**config.mk**
```make
export PLATFORM = sky130hd
export DESIGN_NAME = issue_sb_stage
export DESIGN_NICKNAME = d
export VERILOG_FILES = /design/src/rtl/issue_sb_stage.sv
export SDC_FILE = /design/constraint.sdc
export NUM_CORES = 1
export LEC_CHECK = 0
export CELL_PAD_IN_SITES_DETAIL_PLACEMENT = 1
export CELL_PAD_IN_SITES_GLOBAL_PLACEMENT = 1
export CORE_MARGIN = 2
export CORE_UTILIZATION = 41
export CTS_BUF_LIST = sky130_fd_sc_hd__clkbuf_4
export DETAILED_ROUTE_END_ITERATION = 10
export HOLD_SLACK_MARGIN = 0.08
export PLACE_DENSITY_LB_ADDON = 0.1
export SLEW_MARGIN = 25
export SYNTH_ARGS = -nofsm -noshare
export SYNTH_HDL_FRONTEND = slang
export SYNTH_SLANG_ARGS = --single-unit
```
**constraint.sdc**
```tcl
create_clock -name clock -period 8.48 [get_ports clock]
set_input_delay 1.696 -clock clock [delete_from_list [all_inputs] [get_ports clock]]
set_output_delay 1.696 -clock clock [all_outputs]
set_load 0.005 [all_outputs]
```
**src/rtl/issue_sb_stage.sv**
```systemverilog
// In-order issue stage with a per-register countdown scoreboard.
// Optional writeback bypass when ISSUE_SB_BYPASS_EN is defined.
module issue_sb_stage #(
    parameter int XLEN  = 32,
    parameter int NREG  = 32,
    parameter int NUNIT = 3,
    parameter int CNT_W = 4,
    parameter logic [NUNIT*CNT_W-1:0] UNIT_LAT = {4'd4, 4'd2, 4'd1},
    localparam int AW = (NREG > 1) ? $clog2(NREG) : 1,
    localparam int UW = (NUNIT > 1) ? $clog2(NUNIT) : 1
) (
    input  logic            clock,
    input  logic            reset,
    input  logic            in_valid,
    output logic            in_ready,
    input  logic [AW-1:0]   in_addra,
    input  logic [AW-1:0]   in_addrb,
    input  logic            in_check_a,
    input  logic            in_check_b,
    input  logic [AW-1:0]   in_regdest,
    input  logic            in_writereg,
    input  logic [UW-1:0]   in_unit,
    input  logic [31:0]     in_ctrl,
    output logic [AW-1:0]   rf_addra,
    output logic [AW-1:0]   rf_addrb,
    input  logic [XLEN-1:0] rf_dataa,
    input  logic [XLEN-1:0] rf_datab,
    input  logic            wb_valid,
    input  logic [AW-1:0]   wb_addr,
    input  logic [XLEN-1:0] wb_data,
    output logic            out_valid,
    input  logic            out_ready,
    output logic [NUNIT-1:0] out_unit,
    output logic [XLEN-1:0] out_rega,
    output logic [XLEN-1:0] out_regb,
    output logic [AW-1:0]   out_regdest,
    output logic            out_writereg,
    output logic [31:0]     out_ctrl,
    output logic [31:0]     stall_cnt
);

    logic [CNT_W-1:0] cnt_q [NREG];
    logic [CNT_W-1:0] cnt_d [NREG];

    logic             out_valid_q, out_valid_d;
    logic [NUNIT-1:0] out_unit_q, out_unit_d;
    logic [XLEN-1:0]  out_rega_q, out_rega_d;
    logic [XLEN-1:0]  out_regb_q, out_regb_d;
    logic [AW-1:0]    out_regdest_q, out_regdest_d;
    logic             out_writereg_q, out_writereg_d;
    logic [31:0]      out_ctrl_q, out_ctrl_d;
    logic [31:0]      stall_cnt_q, stall_cnt_d;

    logic [CNT_W-1:0] lat;
    logic [NUNIT-1:0] unit_oh;
    logic [CNT_W-1:0] cnt_a, cnt_b, cnt_dst;
    logic             byp_a, byp_b;
    logic             haz_a, haz_b, waw;
    logic             fire;
    logic [XLEN-1:0]  opa, opb;

    assign rf_addra = in_addra;
    assign rf_addrb = in_addrb;

    // Decode target unit into latency and one-hot select; out-of-range maps to unit 0
    always_comb begin
        lat        = UNIT_LAT[CNT_W-1:0];
        unit_oh    = '0;
        unit_oh[0] = 1'b1;
        for (int i = 0; i < NUNIT; i++) begin
            if (in_unit == UW'(i)) begin
                lat        = UNIT_LAT[i*CNT_W +: CNT_W];
                unit_oh    = '0;
                unit_oh[i] = 1'b1;
            end
        end
    end

`ifdef ISSUE_SB_BYPASS_EN
    // A source finishing this cycle can take its value from writeback
    always_comb begin
        byp_a = wb_valid && (wb_addr == in_addra) && (cnt_a == CNT_W'(1));
        byp_b = wb_valid && (wb_addr == in_addrb) && (cnt_b == CNT_W'(1));
        opa   = byp_a ? wb_data : rf_dataa;
        opb   = byp_b ? wb_data : rf_datab;
    end
`else
    logic unused_wb;
    assign unused_wb = ^{wb_valid, wb_addr, wb_data};

    // Without bypass, operands come straight from the register file
    always_comb begin
        byp_a = 1'b0;
        byp_b = 1'b0;
        opa   = rf_dataa;
        opb   = rf_datab;
    end
`endif

    // Hazard detection and handshake
    always_comb begin
        cnt_a    = cnt_q[in_addra];
        cnt_b    = cnt_q[in_addrb];
        cnt_dst  = cnt_q[in_regdest];
        haz_a    = in_check_a && (cnt_a != '0) && !byp_a;
        haz_b    = in_check_b && (cnt_b != '0) && !byp_b;
        waw      = in_writereg && (in_regdest != '0) && (cnt_dst > lat);
        in_ready = !(haz_a || haz_b || waw) && (!out_valid_q || out_ready);
        fire     = in_valid && in_ready;
    end

    // Scoreboard countdown; an issuing write reloads its destination
    always_comb begin
        for (int r = 0; r < NREG; r++) begin
            cnt_d[r] = (cnt_q[r] != '0) ? cnt_q[r] - CNT_W'(1) : '0;
            if (r != 0 && fire && in_writereg && in_regdest == AW'(r))
                cnt_d[r] = lat;
            if (r == 0)
                cnt_d[r] = '0;
        end
    end

    // Output register next state and stall counter
    always_comb begin
        out_valid_d    = out_valid_q;
        out_unit_d     = out_unit_q;
        out_rega_d     = out_rega_q;
        out_regb_d     = out_regb_q;
        out_regdest_d  = out_regdest_q;
        out_writereg_d = out_writereg_q;
        out_ctrl_d     = out_ctrl_q;
        stall_cnt_d    = stall_cnt_q;
        if (fire) begin
            out_valid_d    = 1'b1;
            out_unit_d     = unit_oh;
            out_rega_d     = opa;
            out_regb_d     = opb;
            out_regdest_d  = in_regdest;
            out_writereg_d = in_writereg;
            out_ctrl_d     = in_ctrl;
        end else if (out_ready) begin
            out_valid_d = 1'b0;
            out_unit_d  = '0;
        end
        if (in_valid && !in_ready && stall_cnt_q != '1)
            stall_cnt_d = stall_cnt_q + 32'd1;
    end

    // State registers with asynchronous active-low reset
    always_ff @(posedge clock or negedge reset) begin
        if (!reset) begin
            for (int r = 0; r < NREG; r++) cnt_q[r] <= '0;
            out_valid_q    <= 1'b0;
            out_unit_q     <= '0;
            out_rega_q     <= '0;
            out_regb_q     <= '0;
            out_regdest_q  <= '0;
            out_writereg_q <= 1'b0;
            out_ctrl_q     <= '0;
            stall_cnt_q    <= '0;
        end else begin
            for (int r = 0; r < NREG; r++) cnt_q[r] <= cnt_d[r];
            out_valid_q    <= out_valid_d;
            out_unit_q     <= out_unit_d;
            out_rega_q     <= out_rega_d;
            out_regb_q     <= out_regb_d;
            out_regdest_q  <= out_regdest_d;
            out_writereg_q <= out_writereg_d;
            out_ctrl_q     <= out_ctrl_d;
            stall_cnt_q    <= stall_cnt_d;
        end
    end

    assign out_valid    = out_valid_q;
    assign out_unit     = out_unit_q;
    assign out_rega     = out_rega_q;
    assign out_regb     = out_regb_q;
    assign out_regdest  = out_regdest_q;
    assign out_writereg = out_writereg_q;
    assign out_ctrl     = out_ctrl_q;
    assign stall_cnt    = stall_cnt_q;

endmodule

```
==> impl_metrics.yaml <==
outcome:
  status: "completed"
synth:
  ys_ff_latch: 262
  synth_top_family_by_area: "multiplexers"
  synthArstFlopShare_pct: 100.0
  synth_xor_area_share_pct: 1.998
  avgSynthCellArea_um2: 11.92
  synth.net_count: 1304
  synth_flop_cell: "dfrtp_1"
  synthesis.area_um2: 13590
  yosysUniqueCellTypes: 51
  synth_compound_area_share_pct: 4.879
  synth_cells: 1140
  synthAdderAreaFrac_pct: 0.5524
  yosysSeqAreaShare_pct: 48.24
  synth.area.mux_share_pct: 26.33
  synthSimpleGateAreaFrac_pct: 15.30
  yosysWarnings: 0
  synth_edf_count: 0
sta:
  fin_crit_sh_pct: 89.95
  setup_viol: 0
  rsz0062_at_grt: "false"
  finalSetupTns_ps: 0
  timing.fmax_mhz: 131.1
  slew_headroom_pct: 38.69
  finClkSkew_ps: 45.27
  finalHoldViolations: 0
  maxSlewViolCount: 0
  period_minus_slack_ps: 7628
  tightest_slew_ps: 919.7
power:
  power.internal_mw: 2.516
  seqPwrFrac_pct: 43.5
  combPwrFrac_pct: 21.8
  clkPwrFrac_pct: 34.7
  total_power_mw: 3.442
  leakage_nw: 8.361
  vdd_ir_drop_max_mv: 0.1206
  switchingPower_uw: 926.3
  power.density_nw_per_um2: 195.4
  sw_frac_of_total_pct: 26.91
critical_path:
  endpoint: "in_ready"
  r2r-start: "cnt_q[49]"
  critPathCaptureType: "primary output"
  startpoint: "in_regdest[0]"
  rr_endpoint: "cnt_q[33]"
  cp_max_fo: 29
  crit_arrival_ps: 5930
  startpoint_type: "input pin"
  reg2reg_depth: 13
  crit_required_ps: 6780
  regToRegSetupSlack_ps: 4020
  critPathKind: "in2out"
placed_design:
  placed_area_um2: 16650
  hpwlAfterDp_um: 28160
  io_buffers: 268
  place_congestion: 0.8271
routing:
  avgRoutedWirePerCell_um: 20.90
  top_layer_used: "met4"
  drt_iter0_drc: 553
  dr_wl_met3_um: 2957
  firstDrtPassIters: 5
  routed_wl_um: 40500
  drc_errors: 0
  viasPerCell: 5.526
  via_count: 10710
  met2WireLength_um: 19730
  ant_nets: 0
  met1_length_um: 16700
die:
  die_w_um: 186.1
  die_h_um: 186.1
  ioPinCount: 307
  initial_utilization_pct: 41.66
  row_count: 66
  die-area_um2: 34620
  core_um2: 32620
hold_path:
  hold_class: "reg2reg"
flow_run:
  maxCapViolCount: 0
global_routing:
  grt_use_total_pct: 23.73
  antenna_found_initial: 2
  grt_pass1_vias: 11410
  grt_overflow: 0
  grt_pass1_wl_um: 63810
  grt_max_degree: 95
clock_tree:
  cts_tree: "done"
  ctsHoldBuffers: 0
  clockRootBuffer: "clkbuf_4"
  clk_pin_slew_ps: 60
  h-tree-depth: 3
  insertion_delay_ps: 710
  cts_resized: 0
  cts_buffers: 75
  cts_sinks: 262
  postCtsSetupBuffers: 0
  cts_buffer_depth: 3
layout:
  drive_above_1_share_pct: 24.23
  fin_nets: 1603
  fin_area_um2: 17610
  fillers: 3454
  areaGrowthSynthToFinish_pct: 29.60
-- flip-flops by register name, indices dropped and copies added (netlist names) --
signal        flops
out_valid         1
out_ctrl         32
stall_cnt        32
out_writereg      1
out_rega         32
cnt_q           124
out_regdest       5
out_unit          3
out_regb         32
-- cell type report --
| type | count | area (µm²) | area share (%) |
|---|---|---|---|
| diodes | 2 | 5.005 | 0.02842 |
| clock inverters | 18 | 100.1 | 0.5683 |
| clock buffers | 114 | 855.8 | 4.859 |
| flip-flops and latches | 262 | 6556 | 37.22 |
| well taps | 442 | 553.0 | 3.140 |
| inverters | 11 | 41.29 | 0.2344 |
| multi-input cells | 803 | 6673 | 37.88 |
| repair buffers | 286 | 2829 | 16.06 |
-- logic make-up (layout without fill, tap and decap cells) --
kind of cell	Yosys count	count (layout)
multiplexers	282	282
other	0	2
flip-flops	262	262
XOR/XNOR	31	31
buffers and inverters	75	429
AND/OR/NAND/NOR	389	389
AO/OA/AOI/OAI	95	95
adder cells (fa/ha/maj)	6	6
-- worst min path at each step --
stage	to	cells past startpoint	slack, ps	from
3_5_place_dp	stall_cnt[16]	1	480	stall_cnt[16]
4_1_cts	stall_cnt[22]	1	490	stall_cnt[22]
3_3_place_gp	stall_cnt[26]	1	470	stall_cnt[26]
5_1_grt	stall_cnt[22]	1	510	stall_cnt[22]
2_1_floorplan	stall_cnt[11]	1	480	stall_cnt[11]
6_report	stall_cnt[22]	1	490	stall_cnt[22]
-- cell usage in the layout, fill, tap and decap left out, types with 22 or more instances in the layout --
| cell type | instances |
|---|---|
| mux4_2 | 43 |
| nand3_1 | 25 |
| clkdlybuf4s50_1 | 265 |
| o31a_1 | 29 |
| nand2_1 | 86 |
| xor2_1 | 29 |
| mux2_1 | 22 |
| nor4_1 | 32 |
| o21ai_0 | 36 |
| dfrtp_1 | 262 |
| mux2i_1 | 65 |
| mux2_2 | 152 |
| nor2_1 | 85 |
| nor2b_1 | 34 |
| clkbuf_4 | 114 |
| nor3_1 | 51 |
-- Yosys cell counts (all sizes together) (26+ instances only) --
cell,instances,share of area [%]
mux4,43,7.1
buf,39,1.7
o31a,29,1.9
nor2,85,2.3
nor2b,34,1.6
mux2i,65,4.8
dfrtp,262,48
xor2,29,1.9
o21ai,36,1.3
nor4,33,1.6
mux2,174,14
nand2,86,2.4
nand4,26,2.0
nor3,52,1.9
-- metrics by stage --
step                hold slack, ps  setup WS (ps)  instances  util (%)
detailed placement           477.8          851.0       1804     51.04
global placement             470.6          884.2       1804     51.04
finish                       485.0          852.4       1938     54.00
global route                 505.7          544.4       1937     53.99
floorplan                    477.0          882.3       1140         -
CTS                          489.4          833.3       1936     53.97
-- power groups by stage --
| stage | registers (mW) | clock network (mW) | logic (mW) |
|---|---|---|---|
| 3_5_place_dp | 1.52 | 0 | 0.760 |
| 4_1_cts | 1.50 | 1.25 | 0.765 |
| 3_3_place_gp | 1.51 | 0 | 0.750 |
| 2_1_floorplan | 1.52 | 0 | 0.260 |
| 6_report | 1.50 | 1.19 | 0.750 |
| 5_1_grt | 1.52 | 1.31 | 0.810 |
-- worst max-delay path, cell delays in order --
cell             delay [ps]
buf_2                   690
mux4_2                  650
mux4_2                  480
mux2_2                  280
ha_1                    310
nor2b_1                 130
o21ai_0                 140
nand2b_1                 70
a31oi_1                 160
o311ai_0                290
nor3_2                  390
clkdlybuf4s50_1         620
-- layer usage --
metal  vias to the layer above  track usage [%]
li1                       4868                -
met1                      5388            29.62
met2                       361            39.60
met3                        92            6.809
met4                         0            7.748
met5                         -                0
(Power assumes the default switching activity.)
